===== src/rtl/mips_multicycle_ctrl.sv =====
// Multicycle MIPS controller: Moore FSM sequencing a shared-memory datapath.
// Latency: R/imm/SW 4 cycles, LW/LBU 5, BEQ/J 3; each mem_ready-low cycle adds one.
// Backpressure: mem_ready stalls FETCH/MEMRD/MEMWR; TIMEOUT_CYCLES low cycles trap.
// Optional LBU decode is enabled by defining MIPS_CTRL_LBU_EN.
module mips_multicycle_ctrl #(
  parameter int TIMEOUT_CYCLES = 16,
  parameter int CNT_W          = 5
) (
  input  logic       clk,
  input  logic       reset,
  input  logic [5:0] op,
  input  logic [5:0] funct,
  input  logic       zero,
  input  logic       mem_ready,
  output logic       iord,
  output logic       memwrite,
  output logic       irwrite,
  output logic       pcen,
  output logic [1:0] pcsrc,
  output logic       alusrca,
  output logic [1:0] alusrcb,
  output logic [3:0] alucontrol,
  output logic       signext,
  output logic       shiftl16,
  output logic       regdst,
  output logic       memtoreg,
  output logic       regwrite,
  output logic       lb_en,
  output logic       fault,
  output logic [3:0] state
);

  localparam logic [3:0] S_FETCH  = 4'd0;
  localparam logic [3:0] S_DECODE = 4'd1;
  localparam logic [3:0] S_MEMADR = 4'd2;
  localparam logic [3:0] S_MEMRD  = 4'd3;
  localparam logic [3:0] S_MEMWB  = 4'd4;
  localparam logic [3:0] S_MEMWR  = 4'd5;
  localparam logic [3:0] S_EXEC   = 4'd6;
  localparam logic [3:0] S_ALUWB  = 4'd7;
  localparam logic [3:0] S_BRANCH = 4'd8;
  localparam logic [3:0] S_IMMEX  = 4'd9;
  localparam logic [3:0] S_IMMWB  = 4'd10;
  localparam logic [3:0] S_JUMP   = 4'd11;
  localparam logic [3:0] S_TRAP   = 4'd15;

  localparam logic [3:0] ALU_ADD = 4'b0010;
  localparam logic [3:0] ALU_SUB = 4'b1010;
  localparam logic [3:0] ALU_AND = 4'b0000;
  localparam logic [3:0] ALU_OR  = 4'b0001;
  localparam logic [3:0] ALU_XOR = 4'b0100;
  localparam logic [3:0] ALU_SLT = 4'b1011;

  logic [3:0]       state_q, state_d;
  logic [CNT_W-1:0] wait_cnt;
  logic             mem_state, timeout;
  logic [3:0]       r_alu;
  logic             r_ok;

  assign mem_state = (state_q == S_FETCH) || (state_q == S_MEMRD) || (state_q == S_MEMWR);
  // Last allowed low cycle: if memory still isn't ready now, give up next cycle.
  assign timeout   = mem_state && !mem_ready && (wait_cnt == CNT_W'(TIMEOUT_CYCLES - 1));

  // R-type funct decode, shared by EXEC and ALUWB so alucontrol stays stable.
  always_comb begin
    r_ok  = 1'b1;
    r_alu = ALU_AND;
    case (funct)
      6'b100000, 6'b100001: r_alu = ALU_ADD;
      6'b100010, 6'b100011: r_alu = ALU_SUB;
      6'b100100:            r_alu = ALU_AND;
      6'b100101:            r_alu = ALU_OR;
      6'b100110:            r_alu = ALU_XOR;
      6'b101010:            r_alu = ALU_SLT;
      default:              r_ok  = 1'b0;
    endcase
  end

  // Next-state logic; unused encodings fall into TRAP.
  always_comb begin
    state_d = state_q;
    case (state_q)
      S_FETCH:  if (mem_ready) state_d = S_DECODE; else if (timeout) state_d = S_TRAP;
      S_DECODE: begin
        case (op)
          6'b000000:                       state_d = S_EXEC;
          6'b100011, 6'b101011:            state_d = S_MEMADR;
`ifdef MIPS_CTRL_LBU_EN
          6'b100100:                       state_d = S_MEMADR;
`endif
          6'b000100:                       state_d = S_BRANCH;
          6'b001000, 6'b001001, 6'b001101,
          6'b001110, 6'b001111:            state_d = S_IMMEX;
          6'b000010:                       state_d = S_JUMP;
          default:                         state_d = S_TRAP;
        endcase
      end
      S_MEMADR: state_d = (op == 6'b101011) ? S_MEMWR : S_MEMRD;
      S_MEMRD:  if (mem_ready) state_d = S_MEMWB; else if (timeout) state_d = S_TRAP;
      S_MEMWR:  if (mem_ready) state_d = S_FETCH; else if (timeout) state_d = S_TRAP;
      S_EXEC:   state_d = r_ok ? S_ALUWB : S_TRAP;
      S_IMMEX:  state_d = S_IMMWB;
      S_MEMWB, S_ALUWB, S_IMMWB, S_BRANCH, S_JUMP: state_d = S_FETCH;
      S_TRAP:   state_d = S_TRAP;
      default:  state_d = S_TRAP;
    endcase
  end

  // State and wait counter; counter runs only while stalled in the same memory state.
  always_ff @(posedge clk) begin
    if (reset) begin
      state_q  <= S_FETCH;
      wait_cnt <= '0;
    end else begin
      state_q  <= state_d;
      if (mem_state && !mem_ready && (state_d == state_q))
        wait_cnt <= wait_cnt + 1'b1;
      else
        wait_cnt <= '0;
    end
  end

  // Moore outputs; strobes forced low while reset is asserted.
  always_comb begin
    iord = 1'b0; memwrite = 1'b0; irwrite = 1'b0; pcen = 1'b0;
    pcsrc = 2'b00; alusrca = 1'b0; alusrcb = 2'b00; alucontrol = ALU_AND;
    signext = 1'b0; shiftl16 = 1'b0; regdst = 1'b0; memtoreg = 1'b0;
    regwrite = 1'b0; lb_en = 1'b0;
    case (state_q)
      S_FETCH: begin
        alusrcb = 2'b01; alucontrol = ALU_ADD;
        irwrite = mem_ready; pcen = mem_ready;
      end
      S_DECODE: begin
        alusrcb = 2'b11; signext = 1'b1; alucontrol = ALU_ADD;
      end
      S_MEMADR: begin
        alusrca = 1'b1; alusrcb = 2'b10; signext = 1'b1; alucontrol = ALU_ADD;
      end
      S_MEMRD: iord = 1'b1;
      S_MEMWB: begin
        memtoreg = 1'b1; regwrite = 1'b1;
`ifdef MIPS_CTRL_LBU_EN
        lb_en = (op == 6'b100100);
`endif
      end
      S_MEMWR: begin
        iord = 1'b1; memwrite = 1'b1;
      end
      S_EXEC: begin
        alusrca = 1'b1; alucontrol = r_alu;
      end
      S_ALUWB: begin
        regdst = 1'b1; regwrite = r_ok; alucontrol = r_alu;
      end
      S_BRANCH: begin
        alusrca = 1'b1; alucontrol = ALU_SUB; pcsrc = 2'b01; pcen = zero;
      end
      S_IMMEX, S_IMMWB: begin
        if (state_q == S_IMMEX) begin
          alusrca = 1'b1; alusrcb = 2'b10;
        end else begin
          regwrite = 1'b1;
        end
        case (op)
          6'b001000, 6'b001001: begin signext = 1'b1; alucontrol = ALU_ADD; end
          6'b001101:            alucontrol = ALU_OR;
          6'b001110:            alucontrol = ALU_XOR;
          6'b001111:            begin shiftl16 = 1'b1; alucontrol = ALU_ADD; end
          default:              alucontrol = ALU_AND;
        endcase
      end
      S_JUMP: begin
        pcsrc = 2'b10; pcen = 1'b1;
      end
      default: ;
    endcase
    if (reset) begin
      memwrite = 1'b0; irwrite = 1'b0; pcen = 1'b0; regwrite = 1'b0;
    end
  end

  assign fault = (state_q == S_TRAP);
  assign state = state_q;

endmodule


===== config.mk =====
export PLATFORM = sky130hd
export DESIGN_NAME = mips_multicycle_ctrl
export DESIGN_NICKNAME = d
export VERILOG_FILES = /design/src/rtl/mips_multicycle_ctrl.sv
export SDC_FILE = /design/constraint.sdc
export NUM_CORES = 1
export LEC_CHECK = 0
export ABC_AREA = 1
export BUFFER_PORTS_ARGS = -buffer_cell sky130_fd_sc_hd__buf_2
export CORE_MARGIN = 2
export CORE_UTILIZATION = 40
export CTS_CLUSTER_SIZE = 14
export DETAILED_ROUTE_END_ITERATION = 16
export GPL_ROUTABILITY_DRIVEN = 0
export PLACE_DENSITY = 0.75
export SYNTH_ARGS = -nofsm -noshare
export SYNTH_HDL_FRONTEND = slang
export SYNTH_SLANG_ARGS = --single-unit

===== constraint.sdc =====
create_clock -name clk -period 1.99 [get_ports clk]
set_clock_uncertainty 0.15 [all_clocks]
set_input_delay 0.2985 -clock clk [delete_from_list [all_inputs] [get_ports clk]]
set_output_delay 0.2985 -clock clk [all_outputs]
set_load 0.1 [all_outputs]

# [After elaboration in Yosys (flattened, before gate mapping)]
# Index checks and enable logic that the tools add are counted.
[word_totals] elab_cells=91 in_bits=16 reg_bits=9
[classes] n_bitwise=1 mux=33 add_sub_neg=1 n_eq_ne=31 n_reduce_logical=23
[op_table] operator="$eq A6 B6 Y1 const B" n=10
[op_table] operator="$pmux W4 S5" n=2
[op_table] operator="$pmux W4 S8" n=1
[op_table] operator="$eq A6 B4 Y1 const B" n=5
[op_table] operator="$eq A4 B4 Y1 const B" n=5
[op_table] operator="$mux W4" n=5
[op_table] operator="$reduce_or A2 Y1" n=9
[op_table] operator="$eq A4 B3 Y1 const B" n=4
[op_table] operator="$pmux W4 S4" n=1
[op_table] operator="$mux W1" n=15
[op_table] operator="$reduce_or A5 Y1" n=2
[op_table] operator="$pmux W3 S3" n=1
[op_table] operator="$reduce_or A3 Y1" n=3
[op_table] operator="$eq A4 B2 Y1 const B" n=2
[op_table] operator="$pmux W2 S4" n=1
[op_table] operator="$reduce_or A8 Y1" n=1
[op_table] operator="$eq A6 B2 Y1 const B" n=1
[op_table] operator="$eq A6 B3 Y1 const B" n=1
[op_table] operator="$logic_not A6 Y1" n=1
[op_table] operator="$pmux W1 S3" n=2
[op_table] operator="$add A5 B1 Y5 const B" n=1
[op_table] operator="$eq A5 B4 Y1 const B" n=1
[op_table] operator="$eq A4 B1 Y1 const B" n=1
[op_table] operator="$eq A4 B4 Y1" n=1
[op_table] operator="9 further kinds" n=13

# [Longest topological paths before layout]
# Gate-level depths: netlist of the first run.
[logic_depth] ltp_word=12 ltp_mapped=12 mapped_depth_nobuf=11

# [Least setup slack after synthesis of the first run]
# OpenSTA, ideal clock, no wires.
[synth_path] kind="reg-to-output" startpoint="reg state_q[1], in the netlist state[1]" endpoint="out regwrite" slack_ps=-2784 t_arrival_ps=4326 path_stages_with_launch=6 n_path_buf=1 path_cell_list="dfxtp_1 buf_6 nand2_2 nor2_1 a21oi_1 a21oi_1"
[synth_via] elab_chain_cells=4 word_cells_on_any_way=8
[synth_lines] item="start, declared" line="54" source="logic [3:0] state_q, state_d;"
[synth_lines] item="start signal, assigned" line="115" source="state_q <= state_d;"
[synth_lines] item="$eq A4 B4 Y1 (on tied branches)" line="129, 160"
[synth_lines] item="$mux W1 or $reduce_or A2 Y1 (tied branches)" line="160, 129"
[synth_lines] item="$pmux W1 S3 *" line="129" source="case (state_q)"
[synth_lines] item="$mux W1 *" line="178" source="if (reset) begin"
[synth_lines] item="end, declared" line="27" source="output logic regwrite,"
# Every way passes the cells marked *; elsewhere a longest branch is shown, timed or not.

# [Worst setup path in the final report of the first run]
[layout_path] startpoint="reg state_q[1], in the netlist state[1]" endpoint="out alucontrol[1]"
[layout_via] elab_chain_cells=3 word_cells_on_any_way=12
[layout_lines] item="$eq A4 B2 Y1 (tied with other cells)" line="129"
[layout_lines] item="$reduce_or A3 Y1 (no source line) (tied with other cells)"
[layout_lines] item="$pmux W4 S4 *" line="129"
[layout_lines] item="end, declared" line="22" source="output logic [3:0] alucontrol,"
# Marks and branches as above.

==> out/metrics.json, run 1 <==
{
  "run_status": {"value": "finished, violations left"},
  "failed_checks": {"value": "negative setup slack"},
  "wire_per_inst": {"value": 13.87, "unit": "µm"},
  "slew_violations": {"value": 0},
  "diodes": {"value": 0},
  "die_area": {"value": 0.003370, "unit": "mm²"},
  "critical_path.reg2reg.startpoint": {"value": "state[3]"},
  "synth-seq-cells": {"value": 9},
  "grt_start_max_net_pins": {"value": 10},
  "vias_in_the_first_global_route": {"value": 1367},
  "chipHeight": {"value": 58.05, "unit": "µm"},
  "r2r.worst_path.cells": {"value": 13},
  "clock_sink_count": {"value": 9},
  "criticalPathCategory": {"value": "reg2out"},
  "top_usage_layer": {"value": "met2"},
  "global_route.usage.met2": {"value": 39.94, "unit": "%"},
  "cts-buffers-inserted": {"value": 3},
  "required": {"value": 1.54, "unit": "ns"},
  "worst_path_largest_cell_delay": {"value": 0.39, "unit": "ns"},
  "timing.hold.worst_endpoint": {"value": "state[3]"},
  "crit_buf_inv": {"value": 4},
  "seq_area_frac_synth": {"value": 15.42, "unit": "%"},
  "grt_use_total": {"value": 22.66, "unit": "%"},
  "cts.htree.levels": {"value": 1},
  "cpMaxStageDelayCell": {"value": "sky130_fd_sc_hd__dfxtp_4"},
  "syn-mean-instance-area": {"value": 6.087, "unit": "µm²"},
  "detail_route.wirelength": {"value": 3.980, "unit": "mm"},
  "worst_slack": {"value": -0.1837, "unit": "ns"},
  "endpoint_kind": {"value": "primary output"},
  "via_per_inst": {"value": 5.171},
  "clkLatencyLatePin": {"value": 0.25, "unit": "ns"},
  "regToRegSetupSlack": {"value": 0.06, "unit": "ns"},
  "layout_worst_path_cycle_share": {"value": 109.2, "unit": "%"},
  "hold_path_startpoint": {"value": "reset"},
  "final.fill_count": {"value": 198},
  "hpwl": {"value": 2.678, "unit": "mm"},
  "timing.hold.worst_path_depth": {"value": 2},
  "place.detailed.instances": {"value": 262},
  "ant_nets_after_route": {"value": 0},
  "synth_cells": {"value": 192},
  "start_util": {"value": 42.38, "unit": "%"},
  "rows": {"value": 19},
  "final_nets": {"value": 275},
  "dieWidth": {"value": 58.05, "unit": "µm"},
  "cp_top_family": {"value": "buffers and inverters"},
  "report.final.hold_viol_count": {"value": 0},
  "grt_antenna_before_repair": {"value": 0},
  "post-route-min-period": {"value": 2.174, "unit": "ns"},
  "cp.arrival": {"value": 1.73, "unit": "ns"},
  "detail_route.first_pass.iterations": {"value": 4},
  "cts.path.max_buffers": {"value": 2},
  "timing.critical_path.cells": {"value": "nor2_2, inv_2, nor2_4, inv_2, o21ai_1, buf_4, nor2_4, nand3_4, buf_12"},
  "worstHoldPathType": {"value": "in2reg"},
  "grt_first_pass_wirelength": {"value": 6.058, "unit": "mm"},
  "achievable-frequency": {"value": 0.4600, "unit": "GHz"},
  "drive_gt1_share": {"value": 59.38, "unit": "%"},
  "worstSetupStartpointType": {"value": "flop"},
  "globalRouteMet3Util": {"value": 1.786, "unit": "%"},
  "r2r_end": {"value": "wait_cnt[4]"},
  "report.final.setup_viol": {"value": 9},
  "setup_repair_after_global_routing_missed_its_margin": {"value": "true"},
  "clock_tree_from_tritoncts": {"value": "built"},
  "io_buffer_count": {"value": 38},
  "postSynthNetCount": {"value": 210},
  "synth.distinct_cells": {"value": 30},
  "global_route.usage.met1": {"value": 29.63, "unit": "%"},
  "syn_area": {"value": 0.001169, "unit": "mm²"},
  "ctsHoldBuffers": {"value": 0},
  "layoutNonFillerInstCount": {"value": 287},
  "worst_setup_hold_path_clk_slew": {"value": 0.06, "unit": "ns"},
  "synth_top_flop_cell": {"value": "sky130_fd_sc_hd__dfxtp_1"},
  "async_reset_ff_share": {"value": 0, "unit": "%"},
  "core": {"value": 0.002758, "unit": "mm²"},
  "drc_violations": {"value": 0},
  "syn2layout_area_growth": {"value": 79.02, "unit": "%"},
  "drt-initial-drc-count": {"value": 44},
  "post_synth_edffs": {"value": 0},
  "cap_viol_max_count": {"value": 0},
  "worstPathMaxFanout": {"value": 7},
  "io-pin-count": {"value": 40},
  "cts-root-buf": {"value": "sky130_fd_sc_hd__clkbuf_4"},
  "total_vias_in_the_final_route": {"value": 1484},
  "yosys_warnings": {"value": 0},
  "grt.overflow.total": {"value": 0}
}
-- cell type report --
class,instances,area (µm²),share of cell area [%]
clock buffer,4,26.28,1.256
inverter,40,166.4,7.955
sequential,9,195.2,9.330
multi-input combinational,140,1054,50.36
timing repair buffer,63,611.8,29.25
tap,31,38.79,1.854
-- Yosys cell counts, types with 4 or more instances --
master | n | area share (%)
sky130_fd_sc_hd__nand4_1 | 5 | 2.7
sky130_fd_sc_hd__nand2_4 | 4 | 3.9
sky130_fd_sc_hd__inv_1 | 29 | 9.3
sky130_fd_sc_hd__a21oi_1 | 4 | 1.7
sky130_fd_sc_hd__inv_2 | 11 | 3.5
sky130_fd_sc_hd__nand2_2 | 7 | 3.7
sky130_fd_sc_hd__nand2_1 | 27 | 8.7
sky130_fd_sc_hd__nor3_2 | 6 | 5.1
sky130_fd_sc_hd__o21ai_0 | 8 | 3.4
sky130_fd_sc_hd__nand3_1 | 20 | 8.6
sky130_fd_sc_hd__nor2_1 | 29 | 9.3
sky130_fd_sc_hd__nor2_2 | 8 | 4.3
sky130_fd_sc_hd__dfxtp_1 | 9 | 15
-- kinds of logic after synthesis --
group	after synthesis	share of synthesized area, %
compound gates	17	8.137
xor+xnor	2	1.499
fa+ha+maj	2	2.141
buf+inv	43	15.42
flops	9	15.42
other cells	1	0.3209
simple gates	118	57.07
-- repair_timing --
item / in CTS / in global routing
endpoints found under the hold margin: 0 / 0
resized for setup: 13 / 21
pin swaps: 11 / 9
endpoints found under the setup margin: 8 / 18
setup buffers: 16 / 5
-- worst max path at each step --
stage	from	to	cells after the start
after floorplan	state[3]	alusrca	6
after global placement	state[3]	alucontrol[1]	11
after detailed placement	state[3]	alucontrol[1]	11
after CTS	state[3]	signext	9
after global routing	state[1]	alucontrol[1]	9
final	state[1]	alucontrol[1]	9
-- worst reg2reg max path, cell delays in order (launching register included) --
cell and delay [ns]:
sky130_fd_sc_hd__dfxtp_4 0.39, sky130_fd_sc_hd__inv_4 0.05, sky130_fd_sc_hd__buf_4 0.13, sky130_fd_sc_hd__buf_6 0.11
sky130_fd_sc_hd__nand2_4 0.08, sky130_fd_sc_hd__buf_8 0.14, sky130_fd_sc_hd__nor2_2 0.06, sky130_fd_sc_hd__nor2_2 0.11
sky130_fd_sc_hd__nand2_1 0.07, sky130_fd_sc_hd__nor2_2 0.14, sky130_fd_sc_hd__nand3_1 0.10, sky130_fd_sc_hd__nand2_2 0.09
sky130_fd_sc_hd__nand3_4 0.13, sky130_fd_sc_hd__nor3_4 0.14
-- state kept, by name (all words and copies together), names as in the netlist --
signal and flops:
state 4, wait_cnt 5
-- metrics by stage --
| step | setup WS, ns | setup TNS [ns] | utilization, % | cell area (µm²) | hold WS [ns] |
|---|---|---|---|---|---|
| after floorplan | -0.6721 | -3.203 | - | 1369 | 0.2079 |
| final | -0.1837 | -0.8390 | 75.86 | 2092 | 0.2496 |
| after global routing | -0.2451 | -1.710 | 75.86 | 2092 | 0.2491 |
| after detailed placement | 0.005147 | 0 | 64.34 | 1774 | 0.3037 |
| after global placement | 0.07466 | 0 | 64.34 | 1774 | 0.3058 |
| after CTS | -0.2051 | -0.7848 | 71.96 | 1984 | 0.2410 |
-- cells in the final DEF (no fill, tap or decap), types with 6 or more instances in the layout --
| master | count |
|---|---|
| sky130_fd_sc_hd__buf_12 | 14 |
| sky130_fd_sc_hd__buf_2 | 22 |
| sky130_fd_sc_hd__buf_4 | 22 |
| sky130_fd_sc_hd__inv_1 | 21 |
| sky130_fd_sc_hd__inv_2 | 13 |
| sky130_fd_sc_hd__nand2_1 | 23 |
| sky130_fd_sc_hd__nand2_2 | 10 |
| sky130_fd_sc_hd__nand3_1 | 17 |
| sky130_fd_sc_hd__nand3_4 | 6 |
| sky130_fd_sc_hd__nor2_1 | 15 |
| sky130_fd_sc_hd__nor2_2 | 10 |
| sky130_fd_sc_hd__nor2_4 | 15 |
-- metal layers --
layer | routed length, µm | vias up | part of all wire, %
li1 | - | 743 | -
met4 | 95 | 0 | 2.4
met1 | 1723 | 682 | 43
met3 | 145 | 12 | 3.6
met5 | 0 | - | 0
met2 | 2016 | 47 | 51
Power of run 1 is left out: the tool's default activity adds up to more than one toggle a clock period on the data nets, which glitch-free logic cannot reach.
==> run 2: changes to the inputs <==
--- a/config.mk
+++ b/config.mk
@@ -9,6 +9,7 @@
 export BUFFER_PORTS_ARGS = -buffer_cell sky130_fd_sc_hd__buf_2
 export CORE_MARGIN = 2
 export CORE_UTILIZATION = 40
+export CTS_BUF_LIST = sky130_fd_sc_hd__clkbuf_2
 export CTS_CLUSTER_SIZE = 14
 export DETAILED_ROUTE_END_ITERATION = 16
 export GPL_ROUTABILITY_DRIVEN = 0
==> out/metrics.json, run 2 (same netlist as run 1, synthesis figures left out) <==
{
  "clkLatencyLatePin": {"value": 0.23, "unit": "ns", "change": "was 0.25 ns"},
  "cts.path.max_buffers": {"value": 2, "change": "unchanged"},
  "grt_use_total": {"value": 22.11, "unit": "%", "change": "was 22.66%"},
  "worstPathMaxFanout": {"value": 4, "change": "was 7"},
  "rows": {"value": 19, "change": "unchanged"},
  "io_buffer_count": {"value": 38, "change": "unchanged"},
  "grt_first_pass_wirelength": {"value": 5.892, "unit": "mm", "change": "was 6.058 mm"},
  "worst_setup_hold_path_clk_slew": {"value": 0.09, "unit": "ns", "change": "was 0.06 ns"},
  "cap_viol_max_count": {"value": 0, "change": "unchanged"},
  "wire_per_inst": {"value": 14.48, "unit": "µm", "change": "was 13.87 µm"},
  "failed_checks": {"value": "negative setup slack", "change": "unchanged"},
  "total_vias_in_the_final_route": {"value": 1547, "change": "was 1484"},
  "final_nets": {"value": 277, "change": "was 275"},
  "post-route-min-period": {"value": 2.156, "unit": "ns", "change": "was 2.174 ns"},
  "drc_violations": {"value": 0, "change": "unchanged"},
  "cts.htree.levels": {"value": 1, "change": "unchanged"},
  "required": {"value": 1.54, "unit": "ns", "change": "about the same"},
  "clock_sink_count": {"value": 9, "change": "unchanged"},
  "cts-root-buf": {"value": "sky130_fd_sc_hd__clkbuf_2", "change": "was sky130_fd_sc_hd__clkbuf_4"},
  "max_ffs_per_register": {"value": 5, "change": "unchanged"},
  "via_per_inst": {"value": 5.353, "change": "was 5.171"},
  "layout_worst_path_cycle_share": {"value": 108.4, "unit": "%", "change": "was 109.2%"},
  "worstSetupStartpointType": {"value": "flop", "change": "unchanged"},
  "cts-buffers-inserted": {"value": 3, "change": "unchanged"},
  "grt_start_max_net_pins": {"value": 10, "change": "unchanged"},
  "final.fill_count": {"value": 188, "change": "was 198"},
  "final_core_util": {"value": 76.95, "unit": "%", "change": "was 75.86%"},
  "start_util": {"value": 42.38, "unit": "%", "change": "unchanged"},
  "setup_repair_after_global_routing_missed_its_margin": {"value": "true", "change": "unchanged"},
  "run_status": {"value": "finished, violations left", "change": "unchanged"},
  "chipHeight": {"value": 58.05, "unit": "µm", "change": "unchanged"},
  "core": {"value": 0.002758, "unit": "mm²", "change": "unchanged"},
  "detail_route.wirelength": {"value": 4.184, "unit": "mm", "change": "was 3.980 mm"},
  "regMostFlops": {"value": "wait_cnt", "change": "unchanged"},
  "place_area": {"value": 0.001774, "unit": "mm²", "change": "unchanged"},
  "drive_gt1_share": {"value": 61.24, "unit": "%", "change": "was 59.38%"},
  "layout_commonest_cell": {"value": "sky130_fd_sc_hd__nand2_1", "change": "unchanged"},
  "worst_slack": {"value": -0.1662, "unit": "ns", "change": "was -0.1837 ns"},
  "diodes": {"value": 0, "change": "unchanged"},
  "report.final.hold_viol_count": {"value": 0, "change": "unchanged"},
  "syn2layout_area_growth": {"value": 81.58, "unit": "%", "change": "was 79.02%"},
  "hpwl": {"value": 2.678, "unit": "mm", "change": "unchanged"},
  "cp.arrival": {"value": 1.71, "unit": "ns", "change": "was 1.73 ns"},
  "achievable-frequency": {"value": 0.4638, "unit": "GHz", "change": "was 0.4600 GHz"},
  "slew_violations": {"value": 0, "change": "unchanged"},
  "post-route-cell-area": {"value": 0.002122, "unit": "mm²", "change": "was 0.002092 mm²"},
  "detail_route.first_pass.iterations": {"value": 4, "change": "unchanged"},
  "grt.overflow.total": {"value": 0, "change": "unchanged"},
  "report.final.setup_viol": {"value": 7, "change": "was 9"},
  "final_cell_mix": {"value": "23 x sky130_fd_sc_hd__nand2_1, 22 x sky130_fd_sc_hd__buf_4, 21 x sky130_fd_sc_hd__inv_1, 21 x sky130_fd_sc_hd__buf_2, 17 x sky130_fd_sc_hd__nand3_1", "change": "was 23 x sky130_fd_sc_hd__nand2_1, 22 x sky130_fd_sc_hd__buf_2, 22 x sky130_fd_sc_hd__buf_4, 21 x sky130_fd_sc_hd__inv_1, 17 x sky130_fd_sc_hd__nand3_1"},
  "ant_nets_after_route": {"value": 0, "change": "unchanged"},
  "die_area": {"value": 0.003370, "unit": "mm²", "change": "unchanged"},
  "ctsHoldBuffers": {"value": 0, "change": "unchanged"},
  "grt_antenna_before_repair": {"value": 0, "change": "unchanged"},
  "vias_in_the_first_global_route": {"value": 1334, "change": "was 1367"},
  "io-pin-count": {"value": 40, "change": "unchanged"},
  "drt-initial-drc-count": {"value": 46, "change": "was 44"},
  "clock_tree_from_tritoncts": {"value": "built", "change": "unchanged"},
  "criticalPathCategory": {"value": "reg2out", "change": "unchanged"},
  "dieWidth": {"value": 58.05, "unit": "µm", "change": "unchanged"},
  "endpoint_kind": {"value": "primary output", "change": "unchanged"},
  "setup_total_negative_slack": {"value": -0.6849, "unit": "ns", "change": "was -0.8390 ns"},
  "worstHoldPathType": {"value": "in2reg", "change": "unchanged"}
}
==> run 2: layout make-up <==
cell class	instances	area (µm²)	area share, %
Multi-Input combinational cell	140	1069	50.35
Clock buffer	4	20.02	0.9434
Inverter	40	168.9	7.960
Timing Repair Buffer	65	629.4	29.66
Tap cell	31	38.79	1.828
Sequential cell	9	196.4	9.257
==> run 2: final timing paths <==
path	startpoint	end	slack, ns	depth (start not counted)
max	state[3]	alucontrol[1]	-0.17	11
min	reset	state[3]	0.28	2
max reg2reg	wait_cnt[0]	wait_cnt[4]	0.06	8
min reg2reg	wait_cnt[0]	wait_cnt[0]	0.29	1
==> run 2: what timing repair did <==
action,4_1_cts,5_1_grt
setup endpoints to repair,7,20
buffers inserted,15,8
pin swaps,10,13
resized for setup,10,32
cloned,0,0
hold endpoints to repair,0,0
==> run 2: worst max-delay path, cell delays in order (launching register included) <==
cell and delay (ns):
sky130_fd_sc_hd__dfxtp_4 0.40, sky130_fd_sc_hd__inv_4 0.04, sky130_fd_sc_hd__nor2_4 0.10, sky130_fd_sc_hd__inv_4 0.07
sky130_fd_sc_hd__nor3_4 0.13, sky130_fd_sc_hd__inv_2 0.07, sky130_fd_sc_hd__nand2_2 0.07, sky130_fd_sc_hd__nand4_1 0.14
sky130_fd_sc_hd__clkinvlp_4 0.16, sky130_fd_sc_hd__nor2_4 0.04, sky130_fd_sc_hd__nand3_4 0.07, sky130_fd_sc_hd__buf_12 0.18
==> run 2: metal layers <==
metal	part of all wire [%]	global-route usage [%]	vias to the layer above
met5	0	0	-
met4	1.6	6.977	0
met3	4.9	1.786	10
met2	52	38.15	61
met1	41	29.13	731
li1	-	-	745
==> run 2: through the flow <==
step / hold slack [ns] / worst slack, ns / instances
2_1_floorplan: 0.2079 / -0.6721 / 192
3_3_place_gp: 0.3058 / 0.07466 / 262
3_5_place_dp: 0.3037 / 0.005147 / 262
4_1_cts: 0.2548 / -0.1956 / 281
5_1_grt: 0.2642 / -0.2418 / 289
6_report: 0.2770 / -0.1662 / 289
Power of run 2 is left out for the same reason.
